### src/rtl/seg_scan_driver.sv
// Double-buffered multiplexed driver for an 8-digit 7-segment array with a valid/ready frame load.
// Optional macro SEG_SCAN_BRIGHT_EN adds a 3-bit per-slot brightness (PWM) input.
module seg_scan_driver #(
    parameter int unsigned NUM_DIG = 8,
    parameter int unsigned DIV     = 5000,
    parameter int unsigned BLANK   = 250
) (
    input  logic                   clk,
    input  logic                   rst_n,
    input  logic [8*NUM_DIG-1:0]   seg_in,
    input  logic                   load_valid,
    output logic                   load_ready,
`ifdef SEG_SCAN_BRIGHT_EN
    input  logic [2:0]             bright,
`endif
    output logic [7:0]             seg_data,
    output logic [NUM_DIG-1:0]     seg_com,
    output logic                   frame_done
);

    localparam int unsigned CW = (DIV > 1) ? $clog2(DIV) : 1;
    localparam int unsigned IW = (NUM_DIG > 1) ? $clog2(NUM_DIG) : 1;

    logic [CW-1:0]        cnt;
    logic [IW-1:0]        idx;
    logic [8*NUM_DIG-1:0] active;
    logic [8*NUM_DIG-1:0] shadow;
    logic                 pending;

    logic                 slot_end;
    logic                 frame_end;
    logic                 load_acc;
    logic                 lit;
    logic [7:0]           data_nxt;
    logic [NUM_DIG-1:0]   com_nxt;

`ifdef SEG_SCAN_BRIGHT_EN
    logic [2:0]           bright_q;
    logic [2:0]           bright_eff;
    logic [2:0]           pwm_ph;
`endif

    assign load_ready = !pending;

    always_comb begin
        slot_end  = (cnt == CW'(DIV - 1));
        frame_end = slot_end && (idx == IW'(NUM_DIG - 1));
        load_acc  = load_valid && !pending;
        lit       = (cnt >= CW'(BLANK));
`ifdef SEG_SCAN_BRIGHT_EN
        // bright is captured at cnt == 0, so the first cycle of a slot uses the live input
        bright_eff = (cnt == '0) ? bright : bright_q;
        pwm_ph     = 3'({3'b000, cnt} - (CW + 3)'(BLANK));
        if (pwm_ph > bright_eff) begin
            lit = 1'b0;
        end
`endif
        com_nxt  = '1;
        data_nxt = '0;
        if (lit) begin
            com_nxt  = ~(NUM_DIG'(1) << idx);
            data_nxt = active[{idx, 3'b000} +: 8];
        end
    end

    always_ff @(posedge clk or negedge rst_n) begin
        if (!rst_n) begin
            cnt        <= '0;
            idx        <= '0;
            active     <= '0;
            shadow     <= '0;
            pending    <= 1'b0;
            seg_data   <= '0;
            seg_com    <= '1;
            frame_done <= 1'b0;
`ifdef SEG_SCAN_BRIGHT_EN
            bright_q   <= 3'd7;
`endif
        end else begin
            seg_data   <= data_nxt;
            seg_com    <= com_nxt;
            frame_done <= frame_end;

            if (slot_end) begin
                cnt <= '0;
                idx <= (idx == IW'(NUM_DIG - 1)) ? '0 : idx + 1'b1;
            end else begin
                cnt <= cnt + 1'b1;
            end

`ifdef SEG_SCAN_BRIGHT_EN
            if (cnt == '0) begin
                bright_q <= bright;
            end
`endif

            // swap needs pending=1 and a load needs pending=0, so they never collide
            if (frame_end && pending) begin
                active  <= shadow;
                pending <= 1'b0;
            end else if (load_acc) begin
                shadow  <= seg_in;
                pending <= 1'b1;
            end
        end
    end

endmodule

### config.mk
export PLATFORM = sky130hd
export DESIGN_NAME = seg_scan_driver
export DESIGN_NICKNAME = d
export VERILOG_FILES = /design/src/rtl/seg_scan_driver.sv
export SDC_FILE = /design/constraint.sdc
export NUM_CORES = 1
export LEC_CHECK = 0
export BUFFER_PORTS_ARGS = -buffer_cell sky130_fd_sc_hd__clkbuf_2
export CAP_MARGIN = 20
export CORE_ASPECT_RATIO = 0.9
export CORE_MARGIN = 3
export CORE_UTILIZATION = 35
export DETAILED_ROUTE_END_ITERATION = 8
export PLACE_DENSITY_LB_ADDON = 0.15
export REMOVE_ABC_BUFFERS = 1
export SYNTH_ARGS = -nofsm -noshare
export SYNTH_HDL_FRONTEND = slang
export SYNTH_SLANG_ARGS = --single-unit
### constraint.sdc
create_clock -name clk -period 2.16 [get_ports clk]
set_input_delay 0.108 -clock clk [delete_from_list [all_inputs] [get_ports clk]]
set_output_delay 0.108 -clock clk [all_outputs]
set_load 0.1 [all_outputs]
== After elaboration in Yosys (flattened, before gate mapping) ==
Cells that the tools add are included.

* Bits of input ports: 67
* Register bits after elaboration: 162
* Output and inout port bits: 18
* Word-level logic and storage cells: 29

* Multiplexer cells: 6
* Reduce and logical (&&, ||, !) cells: 6
* Shift-type cells: 2
* Order comparisons: 1
* $add $sub $neg: 2
* Bitwise logic cells: 2
* Equal/unequal tests: 2

{| class="wikitable"
|+ Operators with widths
! cell !! number
|-
| 64-bit by 7-bit variable part select with 8-bit output || 1
|-
| 8-bit 2-to-1 mux || 2
|-
| 13-bit by 1-bit adder with 13-bit output, second input constant || 1
|-
| 13-bit == test, second input constant || 1
|-
| 13-bit by 8-bit greater-or-equal comparator with 1-bit output, second input constant || 1
|-
| 13-bit 2-to-1 mux || 1
|-
| 8-bit NOT || 1
|-
| 1-bit by 3-bit << shifter with 8-bit output, first input constant || 1
|-
| 3-bit by 1-bit adder with 3-bit output, second input constant || 1
|-
| 3-bit == test, second input constant || 1
|-
| 1-bit logical AND || 3
|-
| 3-bit 2-to-1 mux || 1
|-
| 1-bit 2-to-1 mux || 2
|-
| 2-bit AND reduction || 1
|-
| 2-bit nonzero test || 1
|-
| 1-bit zero test || 1
|-
| 1-bit NOT || 1
|}

== Longest topological paths before layout ==
* Depth after elaboration: 5
* Depth in mapped cells: 7
* Depth with buffers taken out: 5

== Worst setup path after synthesis ==
No wires, ideal clock.

* Kind: register to register
* Start: register cnt[4]
* End: register active[0]
* Arrival: 1.914 ns
* Path slack: 0.119 ns
* Stages on the path, launching flop included: 6
* Period minus slack after synthesis: 2.041 ns
* Buffers on the path: 2
* Required time: 2.033 ns
* Library setup time: 0.127 ns
* Path through: dfrtp_1 -> or4b_4 -> nor4_2 -> buf_4 -> buf_6 -> mux2_1

* Word-level cells in the longest chain between the ends: 3

{| class="wikitable"
|+ Ends and longest elaborated chain
! item !! RTL line !! text
|-
| start, declared || 24 || <nowiki>logic [CW-1:0] cnt;</nowiki>
|-
| start signal, assigned || 88 || <nowiki>cnt <= cnt + 1'b1;</nowiki>
|-
| 13-bit == test || 46 || <nowiki>slot_end = (cnt == CW'(DIV - 1));</nowiki>
|-
| 1-bit logical AND || 47 || <nowiki>frame_end = slot_end && (idx == IW'(NUM_DIG - 1));</nowiki>
|-
| 1-bit logical AND || 98 || <nowiki>if (frame_end && pending) begin</nowiki>
|-
| end signal, assigned || 99 || <nowiki>active <= shadow;</nowiki>
|-
| end, declared || 26 || <nowiki>logic [8*NUM_DIG-1:0] active;</nowiki>
|}

No other way between the ends.
A chain may end at the register's enable or synchronous reset.

== Worst setup path after layout ==
* Start: register cnt[4]
* End: register active[46]

The elaborated chain is that of the path after synthesis.

==> impl_metrics.toml <==
[power]
internal_w = 0.00516
power_leakage_nw = 4.10
seq_power_share_pct = 50.0
share_clk_of_total_power_pct = 44.7
power.share.combinational_pct = 5.3
power_switching_share_pct = 20.8
vdd_ir_drop_max_mv = 0.499
power_per_cell_area_nw_per_um2 = 754
switching_power_w = 0.00135

[cells_and_area]
design.final.nets = 668
fill_cells = 1716
fraction_of_layout_cells_with_a_size_suffix_above_1_pct = 39.1
area_growth_from_synthesis_to_layout_pct = 30.5
antenna-diode-count = 0

[synthesis]
yosys.cell_count.top_type = "sky130_fd_sc_hd__dfrtp_1"
synth_enable_flop_cells = 0
synth.top_cells.by_area = "sky130_fd_sc_hd__dfrtp_1 (58%), sky130_fd_sc_hd__mux2_2 (14%), sky130_fd_sc_hd__mux2_1 (8.3%)"
synth_sequential_area_ratio_pct = 61.4
synthesis.instances = 429
postSynth.topFlopCell = "sky130_fd_sc_hd__dfrtp_1"
synth.distinct_cells = 35
synth_async_sr_flop_share_pct = 100
synth.ff_latch_count = 162
synth_area_sq_um = 6620
yosys-top-cells-count = "sky130_fd_sc_hd__dfrtp_1 (154), sky130_fd_sc_hd__mux2_2 (80), sky130_fd_sc_hd__mux2_1 (49), sky130_fd_sc_hd__nor2_1 (25), sky130_fd_sc_hd__mux4_2 (16)"
synth_area_leader_cell = "sky130_fd_sc_hd__dfrtp_1"
synth_top_area_share_pct = 58.2
yosysWarningCount = 0
postSynthAreaPerCell_sq_um = 15.4

[clock_tree]
clock_pin_transition_on_the_worst_setup_and_hold_timing_paths_ns = 0.06
numCtsBuffers = 17
cts-root-buf = "sky130_fd_sc_hd__clkbuf_16"
cts_num_sinks = 162
h_tree_levels = 4
clockBufferDepth = 2
clock_insertion_delay_worst_skew_ns = 0.42
tritoncts = "yes"

[timing]
timing_hold_violations_final = 0
skew_ns = 0.00833
fin_hold_ws_ns = 0.252
rsz_0062_raised_after_global_routing = "no"
achievable-frequency_mhz = 482
fin_tns_setup_ns = 0
layout_min_cycle_time_ns = 2.08
report.final.setup_viol = 0
post-route-worst-setup-slack_ns = 0.0850
worst-slew-pin-transition_ns = 0.650
slew_headroom_pct = 56.5
timing_max_transition_violations_final = 0
final.period_utilization_pct = 96.1

[worst_setup_path]
cells_traversed_along_the_worst_timing_path = "or4b_4 > nor4_4 > buf_4 > buf_12 > mux2_2"
path_class = "reg -> reg"
crit_path_launch_type = "flip-flop"
timing.critical_path.to_type = "flip-flop"
cp_data_required_time_ns = 2.46
stage_delay_of_the_slowest_cell_on_the_critical_path_ns = 0.56
critical_path.max_fanout = 36
cp.arrival_ns = 2.37
cp_slowest_cell = "sky130_fd_sc_hd__or4b_4"

[global_route]
grt-ovfl-total = 0
grt_antenna_before_repair = 0
first_pass_grt_wire_length_um = 21700
grt_pass1_vias = 4185
grt.total_usage_pct = 13.7
grt_start_max_net_pins = 67

[status]
outcome = "finished, final reports clean"

[floorplan]
std_cell_rows = 47
fp.dieArea_sq_um = 20600
die_h_um = 136
core_area_sq_um = 18500
die_w_um = 151
num_io_pins = 85
floorplan.initialDensity_pct = 35.8

[hold_path]
worst_hold_path_type = "in -> async"

[placed_design]
pre_cts_slack_ns = 0.0178
gp_congestion = 0.760
portBuffers = 84
place_hpwl_um = 8710

[drt]
number_of_search_and_repair_iterations_in_the_first_detailed_routing_pass = 4
finalWirelength_um = 13100
vias_per_cell = 4.69
routed_wire_length_per_instance_um = 15.4
route.detailed.drc = 0
drt_first_iter_violations = 126
postRouteAntennaNets = 0
vias = 3993

[flow_run]
max_cap_check_violation_count = 0
==> metrics by stage <==
| step | total power (W) | instance area (sq um) | util (%) | cells |
|---|---|---|---|---|
| after CTS | 0.00662 | 8630 | 46.7 | 850 |
| after global placement | 0.00356 | 7390 | 40.0 | 752 |
| after floorplan | 0.00339 | 6490 | - | 408 |
| final | 0.00651 | 8630 | 46.8 | 851 |
| after global routing | 0.00679 | 8630 | 46.8 | 851 |
| after detailed placement | 0.00358 | 7390 | 40.0 | 752 |
==> path summary, 6_finish.rpt <==
check,cells after the start,startpoint,slack [ns],to
min in group clk,3,seg_in[45],0.45,shadow[45]
hold reg to reg,1,active[23],0.48,active[23]
hold / removal,2,rst_n,0.25,shadow[12]
max in group asynchronous,3,rst_n,1.13,seg_com[1]
setup / recovery,5,cnt[4],0.08,active[46]
setup reg to reg,5,cnt[4],0.08,active[46]
==> layout make-up <==
type / instances / area (sq um) / area share [%]
inverters: 6 / 22.5 / 0.261
multi-input cells: 240 / 2420 / 28.1
repair buffers: 166 / 1240 / 14.4
well taps: 245 / 307 / 3.55
flip-flops and latches: 162 / 4060 / 47.1
clock inverters: 10 / 109 / 1.26
clock buffers: 22 / 464 / 5.38
==> state kept, by name, summed over array words and instances (netlist names) <==
signal,flops
pending,1
idx,3
seg_com,8
seg_data,8
shadow,64
active,64
cnt,13
frame_done,1
==> kinds of logic after synthesis <==
logic type      synth area share [%]
mux                             27.7
buf+inv                         2.23
flops                           61.4
compound gates                  1.12
fa+ha+maj                       1.51
simple gates                    5.12
xor+xnor                       0.926
==> power by group through the flow <==
stage | clock, W | sequential, W | combinational, W
finish | 0.00291 | 0.00325 | 0.000347
CTS | 0.00300 | 0.00326 | 0.000358
global placement | 0 | 0.00331 | 0.000253
detailed placement | 0 | 0.00331 | 0.000264
global route | 0.00313 | 0.00327 | 0.000389
floorplan | 0 | 0.00327 | 0.000122
==> repair_timing <==
item,CTS,global route
hold buffers,66,0
gates resized for setup,0,0
hold endpoints to repair,122,0
setup buffers,0,1
setup endpoints to repair,0,56
==> routing by layer <==
metal | track usage [%] | vias to the layer above | routed length, um
met5 | 0 | - | 0
met2 | 21.6 | 67 | 6390
met3 | 3.33 | 15 | 472
met4 | 4.83 | 0 | 159
li1 | - | 1875 | -
met1 | 18.6 | 2036 | 6080
==> critical path: cells and delay by family (launching register included) <==
kind                   cells  cell delay [ns]
and+or+nand+nor            2             0.81
buffers and inverters      2             0.39
DFF                        1             0.37
muxes                      1             0.37
==> cells in the final DEF, fill, tap and decap left out, types with 4 or more instances in the layout <==
cell type	instances
sky130_fd_sc_hd__dlygate4sd3_1	66
sky130_fd_sc_hd__nand3_1	10
sky130_fd_sc_hd__mux2_2	80
sky130_fd_sc_hd__mux2_1	49
sky130_fd_sc_hd__nor3_1	10
sky130_fd_sc_hd__buf_4	13
sky130_fd_sc_hd__nand4_1	4
sky130_fd_sc_hd__xor2_1	5
sky130_fd_sc_hd__inv_1	6
sky130_fd_sc_hd__nor2_1	25
sky130_fd_sc_hd__mux4_2	16
sky130_fd_sc_hd__dfrtp_1	154
sky130_fd_sc_hd__ha_1	8
sky130_fd_sc_hd__nand2_1	5
sky130_fd_sc_hd__clkinv_2	5
sky130_fd_sc_hd__clkbuf_2	83
sky130_fd_sc_hd__clkbuf_16	17
sky130_fd_sc_hd__a21oi_1	4
sky130_fd_sc_hd__dfstp_2	8
Note: power is estimated with default switching activity, not from simulation.
